### config.mk
export PLATFORM = sky130hd
export DESIGN_NAME = jogo_unidade_controle
export DESIGN_NICKNAME = d
export VERILOG_FILES = /design/src/rtl/jogo_pkg.sv /design/src/rtl/seletor_nivel.sv /design/src/rtl/jogo_unidade_controle.sv
export SDC_FILE = /design/constraint.sdc
export NUM_CORES = 1
export LEC_CHECK = 0
export BUFFER_PORTS_ARGS = -buffer_cell sky130_fd_sc_hd__buf_2
export CAP_MARGIN = 10
export CORE_MARGIN = 8
export CORE_UTILIZATION = 52
export CTS_CLUSTER_DIAMETER = 150
export DETAILED_ROUTE_END_ITERATION = 8
export PLACE_DENSITY = 0.84
export SYNTH_ARGS = -nofsm -noshare
export SYNTH_HDL_FRONTEND = slang
export SYNTH_SLANG_ARGS = --single-unit
### constraint.sdc
create_clock -name clock -period 2.6 [get_ports clock]
set_input_delay 0.78 -clock clock [delete_from_list [all_inputs] [get_ports clock]]
set_output_delay 0.78 -clock clock [all_outputs]
set_load 0.02 [all_outputs]
### src/rtl/jogo_pkg.sv
// Shared state codes, level constants and the output
// decode for the memory-game control unit.
package jogo_pkg;

  typedef enum logic [3:0] {
    INICIAL        = 4'h0,
    PREPARACAO     = 4'h1,
    REGISTRA_NIVEL = 4'h2,
    INICIO_MOSTRA  = 4'h3,
    MOSTRA         = 4'h4,
    APAGA          = 4'h5,
    PROXIMA_MOSTRA = 4'h6,
    FIM_MOSTRA     = 4'h7,
    ESPERA_JOGADA  = 4'h8,
    REGISTRA       = 4'h9,
    COMPARACAO     = 4'hA,
    PROXIMA_JOGADA = 4'hB,
    PROXIMA_RODADA = 4'hC,
    FIM_ACERTOU    = 4'hD,
    FIM_ERROU      = 4'hE,
    FIM_TIMEOUT    = 4'hF
  } estado_t;

  localparam logic NIVEL_FACIL   = 1'b0;
  localparam logic NIVEL_DIFICIL = 1'b1;

  typedef struct packed {
    logic zeraR;
    logic registraR;
    logic zeraC;
    logic contaC;
    logic registraN;
    logic zeraCR;
    logic contaCR;
    logic zeraTM;
    logic contaTM;
    logic zeraTempo;
    logic contaTempo;
    logic ativaLedsMem;
    logic ativaLedsJog;
    logic toca;
    logic pronto;
    logic acertou;
    logic errou;
    logic timeout;
  } ctrl_t;

  function automatic ctrl_t decodifica(estado_t e);
    ctrl_t c;
    c = '0;
    case (e)
      PREPARACAO: begin
        c.zeraR     = 1'b1;
        c.zeraC     = 1'b1;
        c.zeraCR    = 1'b1;
        c.zeraTM    = 1'b1;
        c.zeraTempo = 1'b1;
      end
      REGISTRA_NIVEL: c.registraN = 1'b1;
      INICIO_MOSTRA: begin
        c.zeraC  = 1'b1;
        c.zeraTM = 1'b1;
      end
      MOSTRA: begin
        c.ativaLedsMem = 1'b1;
        c.contaTM      = 1'b1;
`ifdef BUZZER_EN
        c.toca         = 1'b1;
`endif
      end
      APAGA: c.contaTM = 1'b1;
      PROXIMA_MOSTRA: begin
        c.contaC = 1'b1;
        c.zeraTM = 1'b1;
      end
      FIM_MOSTRA: begin
        c.zeraC     = 1'b1;
        c.zeraTempo = 1'b1;
      end
      ESPERA_JOGADA: c.contaTempo = 1'b1;
      REGISTRA: c.registraR = 1'b1;
      COMPARACAO: begin
        c.ativaLedsJog = 1'b1;
`ifdef BUZZER_EN
        c.toca         = 1'b1;
`endif
      end
      PROXIMA_JOGADA: begin
        c.contaC    = 1'b1;
        c.zeraTempo = 1'b1;
      end
      PROXIMA_RODADA: c.contaCR = 1'b1;
      FIM_ACERTOU: begin
        c.pronto  = 1'b1;
        c.acertou = 1'b1;
      end
      FIM_ERROU: begin
        c.pronto = 1'b1;
        c.errou  = 1'b1;
      end
      FIM_TIMEOUT: begin
        c.pronto  = 1'b1;
        c.timeout = 1'b1;
      end
      default: c = '0;
    endcase
    return c;
  endfunction

endpackage

### src/rtl/seletor_nivel.sv
// Maps the latched difficulty levels onto the round
// and move-time limits used by the control unit.
module seletor_nivel
  import jogo_pkg::*;
(
  input  logic nivelJogadas,
  input  logic nivelTempo,
  input  logic meioCR,
  input  logic fimCR,
  input  logic meioTempo,
  input  logic fimTempo,
  output logic limiteRodada,
  output logic limiteTempo
);

  assign limiteRodada =
    (nivelJogadas == NIVEL_DIFICIL) ? fimCR : meioCR;
  assign limiteTempo =
    (nivelTempo == NIVEL_DIFICIL) ? meioTempo : fimTempo;

endmodule

### src/rtl/jogo_unidade_controle.sv
// Moore control unit for the memory game.
// Define BUZZER_EN to drive toca in mostra/comparacao.
module jogo_unidade_controle
  import jogo_pkg::*;
(
  input  logic       clock,
  input  logic       reset,
  input  logic       iniciar,
  input  logic       jogada_feita,
  input  logic       jogada_correta,
  input  logic       enderecoIgualRodada,
  input  logic       nivel_jogadas_reg,
  input  logic       nivel_tempo_reg,
  input  logic       fimCR,
  input  logic       meioCR,
  input  logic       fimTempo,
  input  logic       meioTempo,
  input  logic       fimTM,
  input  logic       meioTM,
  output logic       zeraR,
  output logic       registraR,
  output logic       zeraC,
  output logic       contaC,
  output logic       registraN,
  output logic       zeraCR,
  output logic       contaCR,
  output logic       zeraTM,
  output logic       contaTM,
  output logic       zeraTempo,
  output logic       contaTempo,
  output logic       ativa_leds_mem,
  output logic       ativa_leds_jog,
  output logic       toca,
  output logic       pronto,
  output logic       acertou,
  output logic       errou,
  output logic       timeout,
  output logic [3:0] db_estado
);

  estado_t estado;
  estado_t prox;
  ctrl_t   ctrl;
  logic    limiteRodada;
  logic    limiteTempo;

  seletor_nivel uSel (
    .nivelJogadas (nivel_jogadas_reg),
    .nivelTempo   (nivel_tempo_reg),
    .meioCR       (meioCR),
    .fimCR        (fimCR),
    .meioTempo    (meioTempo),
    .fimTempo     (fimTempo),
    .limiteRodada (limiteRodada),
    .limiteTempo  (limiteTempo)
  );

  always_comb begin
    prox = estado;
    unique case (estado)
      INICIAL:
        if (iniciar) prox = PREPARACAO;
      PREPARACAO:     prox = REGISTRA_NIVEL;
      REGISTRA_NIVEL: prox = INICIO_MOSTRA;
      INICIO_MOSTRA:  prox = MOSTRA;
      MOSTRA:
        if (meioTM) prox = APAGA;
      APAGA:
        if (fimTM)
          prox = enderecoIgualRodada ?
                 FIM_MOSTRA : PROXIMA_MOSTRA;
      PROXIMA_MOSTRA: prox = MOSTRA;
      FIM_MOSTRA:     prox = ESPERA_JOGADA;
      // a move beats a timeout landing on the same edge
      ESPERA_JOGADA:
        if (jogada_feita)     prox = REGISTRA;
        else if (limiteTempo) prox = FIM_TIMEOUT;
      REGISTRA:       prox = COMPARACAO;
      COMPARACAO:
        if (!jogada_correta)          prox = FIM_ERROU;
        else if (!enderecoIgualRodada) prox = PROXIMA_JOGADA;
        else if (limiteRodada)        prox = FIM_ACERTOU;
        else                          prox = PROXIMA_RODADA;
      PROXIMA_JOGADA: prox = ESPERA_JOGADA;
      PROXIMA_RODADA: prox = INICIO_MOSTRA;
      FIM_ACERTOU, FIM_ERROU, FIM_TIMEOUT:
        if (iniciar) prox = PREPARACAO;
      default:        prox = INICIAL;
    endcase
  end

  // outputs are registered from the next-state decode
  always_ff @(posedge clock or negedge reset) begin
    if (!reset) begin
      estado <= INICIAL;
      ctrl   <= '0;
    end else begin
      estado <= prox;
      ctrl   <= decodifica(prox);
    end
  end

  assign zeraR          = ctrl.zeraR;
  assign registraR      = ctrl.registraR;
  assign zeraC          = ctrl.zeraC;
  assign contaC         = ctrl.contaC;
  assign registraN      = ctrl.registraN;
  assign zeraCR         = ctrl.zeraCR;
  assign contaCR        = ctrl.contaCR;
  assign zeraTM         = ctrl.zeraTM;
  assign contaTM        = ctrl.contaTM;
  assign zeraTempo      = ctrl.zeraTempo;
  assign contaTempo     = ctrl.contaTempo;
  assign ativa_leds_mem = ctrl.ativaLedsMem;
  assign ativa_leds_jog = ctrl.ativaLedsJog;
  assign toca           = ctrl.toca;
  assign pronto         = ctrl.pronto;
  assign acertou        = ctrl.acertou;
  assign errou          = ctrl.errou;
  assign timeout        = ctrl.timeout;
  assign db_estado      = estado;

endmodule

==> results by group, run 1 <==
Status
  – Outcome: finished, final reports clean

Setup path
  – CP Max Fanout: 15
  – Critical path's largest stage delay: 0.65 ns
  – Worst Setup Start Kind: flip-flop
  – Critical Path Slowest Stage Cell: dfrtp_1
  – Setup CP Type: flip-flop to flip-flop
  – Worst path cell trace: nor4bb_1, a221oi_2, o311ai_0, a21oi_1
  – Worst setup EP type: flip-flop
  – WP data arrival: about 2.2 ns
  – Worst EP required: 2.81 ns

Logic synthesis
  – Ys flop type: dfrtp_1
  – Synth Cell Area: slightly above 1000 sq um
  – Post-synth EDFFs: 0
  – Syn_nets: ~110
  – Synth area leader: dfrtp_1
  – FFs w/ async S/R, synth: 100%
  – Adder-cell share of the synthesized area: 0%
  – XOR/XNOR share of the synthesized area: less than 1%
  – Syn. warnings: 0
  – Synth cell count leaders: dfrtp_1, nand2_1, nor3_1
  – Seq/Total Area, Yosys: about 49%
  – Largest cells by area after synthesis: dfrtp_1, mux2i_1, nor3_1
  – Mux share of post-synthesis cell area: 3.96%
  – Yosys top cell area share: about half
  – Largest family of logic cells by synthesized area: simple AND/OR/NAND/NOR gates
  – Flops & latches, synth: 20
  – Post-synthesis area per instance: 10.7 sq um
  – Most common cell in the synthesized netlist: dfrtp_1
  – Mapped Cells: 95
  – Cell variety after synth: 36
  – Area fraction in compound gates after synthesis: approximately 15%
  – Synth Area in Simple Gates: 23.1%

GRT
  – Pin count of the biggest net entering global routing: 21
  – Overflow after GRT: 0
  – First-pass GRT wire length: around 3500 microns
  – GRT Total Usage: around an eighth
  – Initial antenna violation count: 0
  – Vias in the first global route: around 800

Die
  – Io pins: 36
  – Die Wd: approximately 60 microns
  – Row count: 16
  – Die Span Y: roughly 60 microns
  – Starting Density: 53.2%
  – Core ar.: ~1900 sq um
  – Die Area: about 3600 sq um

Placement
  – DP Cell Count: 150
  – I/O Buffers: 34
  – DP Worst Slack: about 0.38 ns
  – Post-DP HPWL: 1730 microns
  – Final RePlAce weighted congestion: about 0.84

Clock network
  – Setup Fix Bufs, Post-CTS: 0
  – Clock buffer depth: 2
  – Clock Latency Late Sink: about 0.28 ns
  – CTS Sinks: 20
  – CTS buffer count: 3
  – Clock-pin slew on the worst setup and hold paths: roughly 0.090 ns
  – CTS tree: done
  – Post-CTS sizing: 0
  – CTS Hold Bufs: 0
  – H-tree depth: 1
  – CTS root buffer: clkbuf_4

Routing
  – DR pass1 iterations: 4
  – Final wirelength: ~2100 microns
  – DR iter-0 viols: 30
  – DR vias: a little over 800
  – Post-detailed-route wirelength per cell: 13.8 microns
  – Routed Antenna Nets: 0
  – Remaining DRCs: 0
  – Vias per cell: 5.38

Hold path
  – Min-delay worst type: primary input to async pin

Final layout
  – Final #Nets: between 100 and 150
  – Fillers: roughly 170
  – Area Growth Syn to Fin: 18.3%
  – Layout cells sized above 1: between 30% and 40%
  – Non-filler cells, final: between 150 and 200
  – Antenna cells: 0

Timing
  – Final period util: 77.2%
  – RSZ-0062 raised after global routing: false
  – Post-route clock skew: approximately 0.0022 ns
  – Final Hold Fails: 0
  – Final setup viols: 0
  – Slew headroom: between 50% and 60%
  – Hold_ws: 0.419 ns
  – PnR worst setup slack: approximately 0.6 ns
  – Worst Max-Slew Pin Slew: about 0.65 ns
  – Fin Setup TNS: 0 ns
  – Fmax: 498 MHz
  – Final Slew Violations: 0
  – Post-route minimum period: 2.01 ns

Power
  – Leak: between 0.0006 and 0.0007 uW
  – Power per cell area: about 1300 nW/um^2
  – Worst VDD drop: about 660 uV

Run
  – Max Cap Viol: 0
[cell families after synthesis]
kind of cell | after synthesis
compound gates | 18
xor+xnor | 1
buf+inv | 13
flops | 20
mux | 4
other cells | 1
simple gates | 38
[layout by cell type, fill, tap and decap left out, types with 2 or more instances in the layout]
master,netlist,layout
nand2_1,8,8
mux2i_1,4,4
or2_2,3,3
nor3_1,8,8
a211o_1,2,2
clkbuf_4,0,3
buf_2,3,34
a21oi_1,7,7
inv_1,4,4
nand2b_1,5,5
inv_4,2,2
nor2_1,2,2
nor3_2,2,2
dfrtp_1,20,20
[sequential cells by signal, indices dropped and copies added, names as in the netlist]
register,count
registraR,1
pronto,1
acertou,1
ativa_leds_jog,1
timeout,1
zeraC,1
zeraTM,1
errou,1
contaTempo,1
zeraTempo,1
db_estado,4
zeraCR,1
contaC,1
registraN,1
contaTM,1
contaCR,1
ativa_leds_mem,1
[power by group]
part           total, uW  switching [uW]  leakage [uW]  internal [uW]
Sequential           528             117      0.000267            411
Clock                129            75.2     0.0000138           53.7
Combinational        879             548      0.000342            331
[critical path: cells and delay by family, from the launching register on]
family             cells  cell delay [ns]
AOI/OAI and AO/OA      3             1.09
DFF                    1             0.65
and+or+nand+nor        1             0.19
[worst paths after layout]
check	start	endpoint	slack, ns	depth (start not counted)
hold / removal	reset	contaCR	0.42	1
setup / recovery	db_estado[2]	contaC	0.59	4
max in group asynchronous	reset	zeraCR	1.89	1
min in group clock	db_estado[0]	ativa_leds_jog	0.71	2
hold reg to reg	db_estado[0]	ativa_leds_jog	0.71	2
setup reg to reg	db_estado[2]	contaC	0.59	4
[final cells by class]
cell class	instances	area [sq um]	share of cell area, %
Sequential cell	20	500	41.8
Multi-Input combinational cell	62	435	36.4
Timing Repair Buffer	35	178	14.8
Tap cell	27	33.8	2.82
Inverter	6	27.5	2.30
Clock buffer	3	22.5	1.88
[per-layer routing]
layer,GRT usage [%],wire (microns),vias to the layer above
li1,-,-,398
met1,15.8,898,385
met2,20.9,1000,36
met3,2.15,165,4
met4,6.12,42,0
met5,0,0,-
[through the flow]
stage | instance area, sq um | total power [uW] | util, %
after CTS | 1200 | 1540 | 63.0
after detailed placement | 1170 | 1410 | 61.8
after global routing | 1200 | 1660 | 63.0
final | 1200 | 1540 | 63.0
after global placement | 1170 | 1390 | 61.8
after floorplan | 1010 | 1210 | -
(Power assumes the default switching activity.)
==> run 2, diff against run 1 <==
--- a/config.mk
+++ b/config.mk
@@ -8,10 +8,10 @@
 export BUFFER_PORTS_ARGS = -buffer_cell sky130_fd_sc_hd__buf_2
 export CAP_MARGIN = 10
 export CORE_MARGIN = 8
-export CORE_UTILIZATION = 52
+export CORE_UTILIZATION = 43
 export CTS_CLUSTER_DIAMETER = 150
 export DETAILED_ROUTE_END_ITERATION = 8
-export PLACE_DENSITY = 0.84
+export PLACE_DENSITY = 0.74
 export SYNTH_ARGS = -nofsm -noshare
 export SYNTH_HDL_FRONTEND = slang
 export SYNTH_SLANG_ARGS = --single-unit
==> constraint.sdc (replaced) <==
create_clock -name clock -period 1.8 [get_ports clock]
set_input_delay 0.54 -clock clock [delete_from_list [all_inputs] [get_ports clock]]
set_output_delay 0.54 -clock clock [all_outputs]
set_load 0.02 [all_outputs]
==> run 2 against run 1 <==
Compared with the run above:
- non-clock buffer count is 24 higher
- final cell count rose by 17%
- register-to-register slack got worse by 0.59 ns
==> results by group, run 2 (synthesis results as in run 1) <==
Status
  – Outcome: finished, final reports clean

Clock network
  – Clock-pin slew on the worst setup and hold paths: 0.10 ns (about the same)
  – Clock Latency Late Sink: 0.28 ns (about the same)
  – Clock buffer depth: 2 (unchanged)
  – CTS Hold Bufs: 0 (unchanged)
  – CTS buffer count: 3 (unchanged)
  – CTS Sinks: 20 (unchanged)
  – CTS tree: done
  – H-tree depth: 1 (unchanged)
  – CTS root buffer: clkbuf_4

Setup path
  – Worst path cell trace: buf_4, buf_4, xnor2_2, nand2_1, or4_4, a21oi_2
  – Flop-to-flop setup slack: 0.004 ns (-0.59 ns)
  – Worst-case reg-to-reg path depth: 6 (+2)
  – Critical Path Slowest Stage Cell: or4_4
  – Setup CP Type: flip-flop to flip-flop
  – Worst EP required: 2.02 ns (-0.79 ns)
  – CP Max Fanout: 6 (-9)
  – Worst Setup SP: db_estado[2]
  – Crit-path most repeated cell: buf_4
  – Critical path's largest stage delay: 0.55 ns (-0.10 ns)
  – WP depth: 6 (+2)
  – WP data arrival: 2.01 ns (-0.20 ns)
  – Largest delay contributor family on the critical path: simple AND/OR/NAND/NOR gates
  – Worst setup EP type: flip-flop
  – CP bufs+invs: 2 (+2)
  – Reg-to-Reg Start: db_estado[2]
  – Worst R2R End: contaC
  – Crit path capture: contaC
  – Worst Setup Start Kind: flip-flop

Routing
  – DR vias: 951 (+16%)
  – DR pass1 iterations: 4 (unchanged)
  – Vias per cell: 5.31 (-1.2%)
  – DR iter-0 viols: 19 (-37%)
  – Post-detailed-route wirelength per cell: 14.7 microns (+6.9%)
  – Remaining DRCs: 0 (unchanged)
  – Final wirelength: 2630 microns (+25%)
  – Routed Antenna Nets: 0 (unchanged)

Timing
  – Final Slew Violations: 0 (unchanged)
  – Fin Setup TNS: 0 ns (unchanged)
  – Hold_ws: 0.167 ns (-0.252 ns)
  – RSZ-0062 raised after global routing: true
  – Final period util: 99.8% (+23 points)
  – Fmax: 557 MHz (+12%)
  – Final setup viols: 0 (unchanged)
  – Final Hold Fails: 0 (unchanged)
  – PnR worst setup slack: 0.00356 ns (-0.589 ns)
  – Post-route minimum period: 1.80 ns (-0.211 ns)
  – Post-route clock skew: 0.00620 ns (+0.00402 ns)

Placement
  – Final RePlAce weighted congestion: 0.924 (+10%)
  – Placed cell area: 1300 sq um (+10%)
  – I/O Buffers: 34 (unchanged)
  – Post-DP HPWL: 1890 microns (+9.1%)
  – DP Worst Slack: -0.191 ns (-0.569 ns)

Final layout
  – Layout cells sized above 1: 59.6% (+20 points)
  – Commonest non-fill, non-tap cell in the layout: buf_2
  – Largest register FFs: 4 (unchanged)
  – Antenna cells: 0 (unchanged)
  – Commonest non-fill, non-tap cells in the layout: buf_2, buf_4, dfrtp_1, nand2_1, nor3_1
  – Final #Nets: 166 (+17%)
  – Fin area: 1510 sq um (+26%)
  – Area Growth Syn to Fin: 49.6%

Hold path
  – Min-delay worst type: primary input to async pin

GRT
  – Met3 Use GR: 3.09% (+0.94 points)
  – First-pass GRT wire length: 3820 microns (+7.8%)
  – Gr busiest metal: met2
  – Vias in the first global route: 881 (+10%)
  – GRT Total Usage: 11.2% (-1.6 points)
  – Met2 usage: 19.8% (-1.1 points)
  – Initial antenna violation count: 0 (unchanged)
  – M1 GR Usage: 12.3% (-3.5 points)
  – Pin count of the biggest net entering global routing: 21 (unchanged)
  – Overflow after GRT: 0 (unchanged)

Run
  – Max Cap Viol: 0 (unchanged)

Die
  – Die Area: 4160 sq um (+15%)
  – Die Span Y: 64.5 microns (+7.3%)
  – Row count: 17 (+1)
  – Die Wd: 64.5 microns (+7.3%)
  – Core ar.: 2210 sq um (+16%)
  – Starting Density: 45.8% (-7.5 points)
  – Io pins: 36 (unchanged)

Power
  – Worst VDD drop: 1070 uV (+62%)
  – Leak: 0.000774 uW (+24%)
  – Power Total: 2990 uW (+95%)
  – Power per cell area: 1980 nW/um^2 (+54%)
run 2: changes by cell type in the layout (fill, tap and decap cells not counted), moves of 3 or more:
| cell | before | now |
|---|---|---|
| a21oi_1 | 7 | 4 |
| a21oi_2 | 0 | 3 |
| buf_4 | 1 | 19 |
| buf_6 | 0 | 5 |
| dfrtp_1 | 20 | 16 |
| dfrtp_2 | 0 | 4 |
run 2: what timing repair did:
| action | 4_1_cts | 5_1_grt |
|---|---|---|
| gates cloned | 0 | 0 |
| setup buffers | 0 | 10 |
| resized for setup | 5 | 23 |
| pin swaps | 0 | 11 |
| setup endpoints to repair | 14 | 11 |
run 2: where the power goes:
part           total (uW)  switching (uW)  internal (uW)
combinational        2070            1080            985
clock                 202             116           86.0
sequential            726             121            605
total                2990            1320           1680
run 2: cell type report:
cell class	count	area (sq um)
Sequential cell	20	505
Fill cell	180	698
Inverter	6	27.5
Multi-Input combinational cell	62	531
Tap cell	28	35.0
Timing Repair Buffer	59	389
Clock buffer	4	26.3
run 2: worst min-delay path by stage:
| stage | endpoint | slack, ns | cells past startpoint |
|---|---|---|---|
| 2_1_floorplan | acertou | 0.24 | 0 |
| 3_3_place_gp | contaCR | 0.49 | 1 |
| 3_5_place_dp | ativa_leds_mem | 0.50 | 1 |
| 4_1_cts | ativa_leds_mem | 0.18 | 1 |
| 5_1_grt | ativa_leds_mem | 0.19 | 1 |
| 6_report | ativa_leds_mem | 0.17 | 1 |
run 2: through the flow:
stage          utilization, %  std cells
2_1_floorplan               -         95
3_3_place_gp             58.6        165
3_5_place_dp             58.6        165
4_1_cts                  60.9        169
5_1_grt                  68.4        179
6_report                 68.4        179
run 2: routing by layer:
| metal | wire (microns) | share of wire (%) |
|---|---|---|
| met1 | 1080 | 41 |
| met2 | 1340 | 51 |
| met3 | 167 | 6.3 |
| met4 | 43 | 1.6 |
| met5 | 0 | 0 |
